$ cat src/rtl/counter_ctrl_pkg.sv
// Shared definitions for the counter arbiter: FSM encoding and default operand width.
package counter_ctrl_pkg;

  localparam int W_DEF = 4;

  typedef enum logic [1:0] {
    IDLE  = 2'd0,
    COUNT = 2'd1,
    DONE  = 2'd2
  } state_t;

endpackage

$ cat src/rtl/rr_arb2.sv
// Two-way round-robin pick: a lone requester wins outright; on a tie the
// requester that was not granted last wins.
module rr_arb2 (
  input  logic [1:0] i_req,
  input  logic       i_last,
  output logic [1:0] o_gnt
);

  always_comb begin
    o_gnt = 2'b00;
    case (i_req)
      2'b01:   o_gnt = 2'b01;
      2'b10:   o_gnt = 2'b10;
      2'b11:   o_gnt = i_last ? 2'b01 : 2'b10;
      default: o_gnt = 2'b00;
    endcase
  end

endmodule

$ cat src/rtl/counter_arbiter.sv
// Shared interval counter handed to one of two requesters at a time.
//   state | meaning
//   IDLE  | counter unowned, arbitrate on req
//   COUNT | owner's interval running, q increments each clock
//   DONE  | one-cycle done pulse to the finished owner, q held
module counter_arbiter
  import counter_ctrl_pkg::*;
#(
  parameter int W = W_DEF
) (
  input  logic         clk,
  input  logic         reset,
  input  logic [1:0]   req,
  input  logic [W-1:0] len0,
  input  logic [W-1:0] len1,
  output logic [1:0]   gnt,
  output logic [W-1:0] q,
  output logic         busy,
  output logic [1:0]   done
);

  localparam logic [W-1:0] ONE = {{(W-1){1'b0}}, 1'b1};

  state_t       r_state;
  logic [1:0]   r_gnt;
  logic [1:0]   r_done;
  logic [W-1:0] r_q;
  logic [W-1:0] r_len;
  logic         r_last;

  logic [1:0]   w_win;
  logic [W-1:0] w_win_len;
  logic [W-1:0] w_tc;
  logic         w_own;

  rr_arb2 u_rr_arb2 (
    .i_req  (req),
    .i_last (r_last),
    .o_gnt  (w_win)
  );

  assign w_win_len = w_win[1] ? len1 : len0;
  assign w_own     = r_gnt[1];
  // len of 0 wraps to all-ones here, giving a full 2^W-cycle interval
  assign w_tc      = r_len - ONE;

  always_ff @(posedge clk or negedge reset) begin
    if (!reset) begin
      r_state <= IDLE;
      r_gnt   <= 2'b00;
      r_done  <= 2'b00;
      r_q     <= '0;
      r_len   <= '0;
      r_last  <= 1'b1;
    end else begin
      case (r_state)
        IDLE: begin
          r_done <= 2'b00;
          if (req != 2'b00) begin
            r_state <= COUNT;
            r_gnt   <= w_win;
            r_len   <= w_win_len;
            r_q     <= '0;
          end
        end
        COUNT: begin
          if (!req[w_own]) begin
            r_state <= IDLE;
            r_gnt   <= 2'b00;
            r_last  <= w_own;
          end else if (r_q == w_tc) begin
            r_state <= DONE;
            r_gnt   <= 2'b00;
            r_done  <= r_gnt;
            r_last  <= w_own;
          end else begin
            r_q <= r_q + ONE;
          end
        end
        DONE: begin
          r_state <= IDLE;
          r_done  <= 2'b00;
        end
        default: begin
          r_state <= IDLE;
          r_gnt   <= 2'b00;
          r_done  <= 2'b00;
        end
      endcase
    end
  end

  assign gnt  = r_gnt;
  assign done = r_done;
  assign q    = r_q;
  assign busy = (r_state == COUNT);

endmodule

$ cat config.mk
export PLATFORM = sky130hd
export DESIGN_NAME = counter_arbiter
export DESIGN_NICKNAME = d
export VERILOG_FILES = /design/src/rtl/counter_ctrl_pkg.sv /design/src/rtl/rr_arb2.sv /design/src/rtl/counter_arbiter.sv
export SDC_FILE = /design/constraint.sdc
export NUM_CORES = 1
export LEC_CHECK = 0
export CAP_MARGIN = 15
export CORE_ASPECT_RATIO = 1.4
export CORE_MARGIN = 2
export CORE_UTILIZATION = 40
export CTS_BUF_LIST = sky130_fd_sc_hd__clkbuf_8
export CTS_CLUSTER_DIAMETER = 50
export DETAILED_ROUTE_END_ITERATION = 10
export PLACE_DENSITY = 0.69
export SKIP_CTS_REPAIR_TIMING = 1
export SYNTH_ARGS = -nofsm -noshare
export SYNTH_HDL_FRONTEND = slang
export SYNTH_HIERARCHICAL = 1
export SYNTH_SLANG_ARGS = --single-unit
$ cat constraint.sdc
create_clock -name clk -period 1.92 [get_ports clk]
set_input_delay 0.192 -clock clk [delete_from_list [all_inputs] [get_ports clk]]
set_output_delay 0.192 -clock clk [all_outputs]
set_load 0.02 [all_outputs]
==> flow_summary.ini <==
[run_status]
status = finished, final reports clean

[synth]
synthCells = 90
synthTopCellsByCount = dfrtp_1, nand2_1, mux2i_1
synth_edf_count = 0
synth_most_common_cell = dfrtp_1
async_reset_ff_share_pct = 100
synth_ff_type = dfrtp_1
synth_area_leaders = dfrtp_1, mux2i_1, nand2_1, nand3_1, o21ai_0
ys_seq_area_share_pct = 42.6
syn_nets = 104
netlist_area_sq_um = 885
synth_cell_types = 34
yosysTopAreaCell = dfrtp_1
synth_top_area_share_pct = 39.6
syn_area_per_cell_sq_um = 9.83
yosys_warnings = 6
synth_seq_cells = 15

[timing]
clock.fmax_mhz = 543
finalClockSkew_ns = 0.00530
setup_viol = 0
max-slew-margin-rel_pct = 55.1
finalMaxSlewViolations = 0
tightest_slew_ns = 0.671
rsz0062_at_grt = no
hold_viol = 0
period_minus_slack_ns = 1.84
finalSetupTns_ns = 0
finalCritPeriodShare_pct = 95.9

[critical_path]
critical_path_required_ns = 1.73
crit_path_max_fanout = 9
r2r_start = r_len[0]$_DFFE_PN0P_
cp.arrival_ns = 1.65
critical_path.startpoint_type = register
r2r_setup_slack_ns = 0.12
ff2ff_path_depth = 6
r2r-end = q[3]$_DFFE_PN0P_
critPathCaptureType = output port
crit_type = reg -> out

[clock_tree]
clk_path_buf_depth = 2
cts_sinks = 15
clk_pin_slew_ns = 0.06
cts.htree.levels = 1
clk_latency_ns = 0.25
cts_tree = built
cts-root-buf = clkbuf_8
cts_inserted_buffers = 3

[final_layout]
nets = 129
drive_gt1_share_pct = 9.65
synthToLayoutAreaGrowth_pct = 31.8
final_util_pct = 54.8
n_antenna_cell = 0

[floorplan]
fp.dieArea_sq_um = 2610
ios = 21
rows = 20
fp.dieW_um = 43.7
fp.dieH_um = 59.6
core_region_area_sq_um = 2130
initial_core_util_pct = 41.6

[flow_run]
drv_cap = 0

[routing]
ant_nets = 0
drc = 0
wl_per_cell_um = 14.9
drtPass1Iterations = 4
drt_wl_total_um = 2030
vias_per_cell = 5.93
drt-initial-drc-count = 14
num_vias = 806

[global_routing]
grt_max_degree = 16
antenna_found_initial = 0
grt_pass1_vias = 782
grt_pass1_wl_um = 3420
overflow = 0
grtUsageTotal_pct = 17.6

[placement]
routabilityCongestion = 0.808
dp_hpwl_um = 1520
portBuffers = 20

[power]
cellLeakagePower_nw = 0.510
power.density_nw_per_um2 = 1520
vdd_ir_drop_max_mv = 0.709

[min_path]
hp-class = in -> async
## registers in the layout, indices dropped and copies added, names as in the netlist
signal   flops
r_last       1
r_len        4
done         2
q            4
gnt          2
r_state      2
## routing by layer
metal	global-route usage, %	share of wire [%]
met2	28.4	52
met4	10.4	1.3
met1	21.8	44
met5	0	0
met3	3.05	2.3
## cell families after synthesis
| logic type | synth area share (%) |
|---|---|
| mux | 11.5 |
| buf+inv | 3.82 |
| compound gates | 16.8 |
| simple gates | 15.0 |
| fa+ha+maj | 2.83 |
| flops | 42.6 |
| xor+xnor | 7.50 |
## how the worst max path moves through the flow
stage,from,to,slack (ns),cells past startpoint
finish,r_state[1]$_DFFE_PN0P_,busy,0.08,3
detailed placement,r_len[0]$_DFFE_PN0P_,q[3]$_DFFE_PN0P_,0.14,6
CTS,r_state[1]$_DFFE_PN0P_,busy,0.09,3
floorplan,r_len[0]$_DFFE_PN0P_,q[3]$_DFFE_PN0P_,0.13,7
global placement,r_len[0]$_DFFE_PN0P_,q[3]$_DFFE_PN0P_,0.20,6
global route,r_state[1]$_DFFE_PN0P_,busy,0.0001,3
## power breakdown
group | switching [mW] | internal [mW] | total [mW]
Clock | 0.107 | 0.141 | 0.249
Sequential | 0.122 | 0.428 | 0.551
Combinational | 0.567 | 0.409 | 0.975
Total | 0.796 | 0.979 | 1.77
## layout by cell type (no fill, tap or decap), types with 4 or more instances in the layout
cell type	count
nand2_1	10
dfrtp_1	14
o21ai_0	6
mux2i_1	9
nand3_1	5
inv_1	4
clkdlybuf4s50_1	20
## stage by stage
stage | power, mW | instances | hold WS [ns] | setup WS (ns) | instance area [sq um]
final | 1.77 | 136 | 0.354 | 0.0796 | 1170
after global routing | 1.91 | 136 | 0.434 | 0.000126 | 1170
after CTS | 1.75 | 136 | 0.384 | 0.0930 | 1160
after detailed placement | 1.49 | 132 | 0.494 | 0.135 | 1120
after global placement | 1.47 | 132 | 0.493 | 0.200 | 1120
after floorplan | 1.22 | 90 | -0.104 | 0.133 | 885
## critical path, stage by stage (launching register included)
cell,delay (ns)
dfrtp_1,0.40
nand2b_1,0.21
inv_2,0.17
clkdlybuf4s50_1,0.63
## final cells by class
| cell class | count | area [sq um] |
|---|---|---|
| clock buffers | 3 | 41.3 |
| clock inverters | 1 | 3.75 |
| fillers | 199 | 961 |
| inverters | 4 | 15.0 |
| multi-input cells | 68 | 479 |
| flip-flops and latches | 15 | 377 |
| well taps | 22 | 27.5 |
| repair buffers | 23 | 223 |
Note: power is estimated with default switching activity, not from simulation.
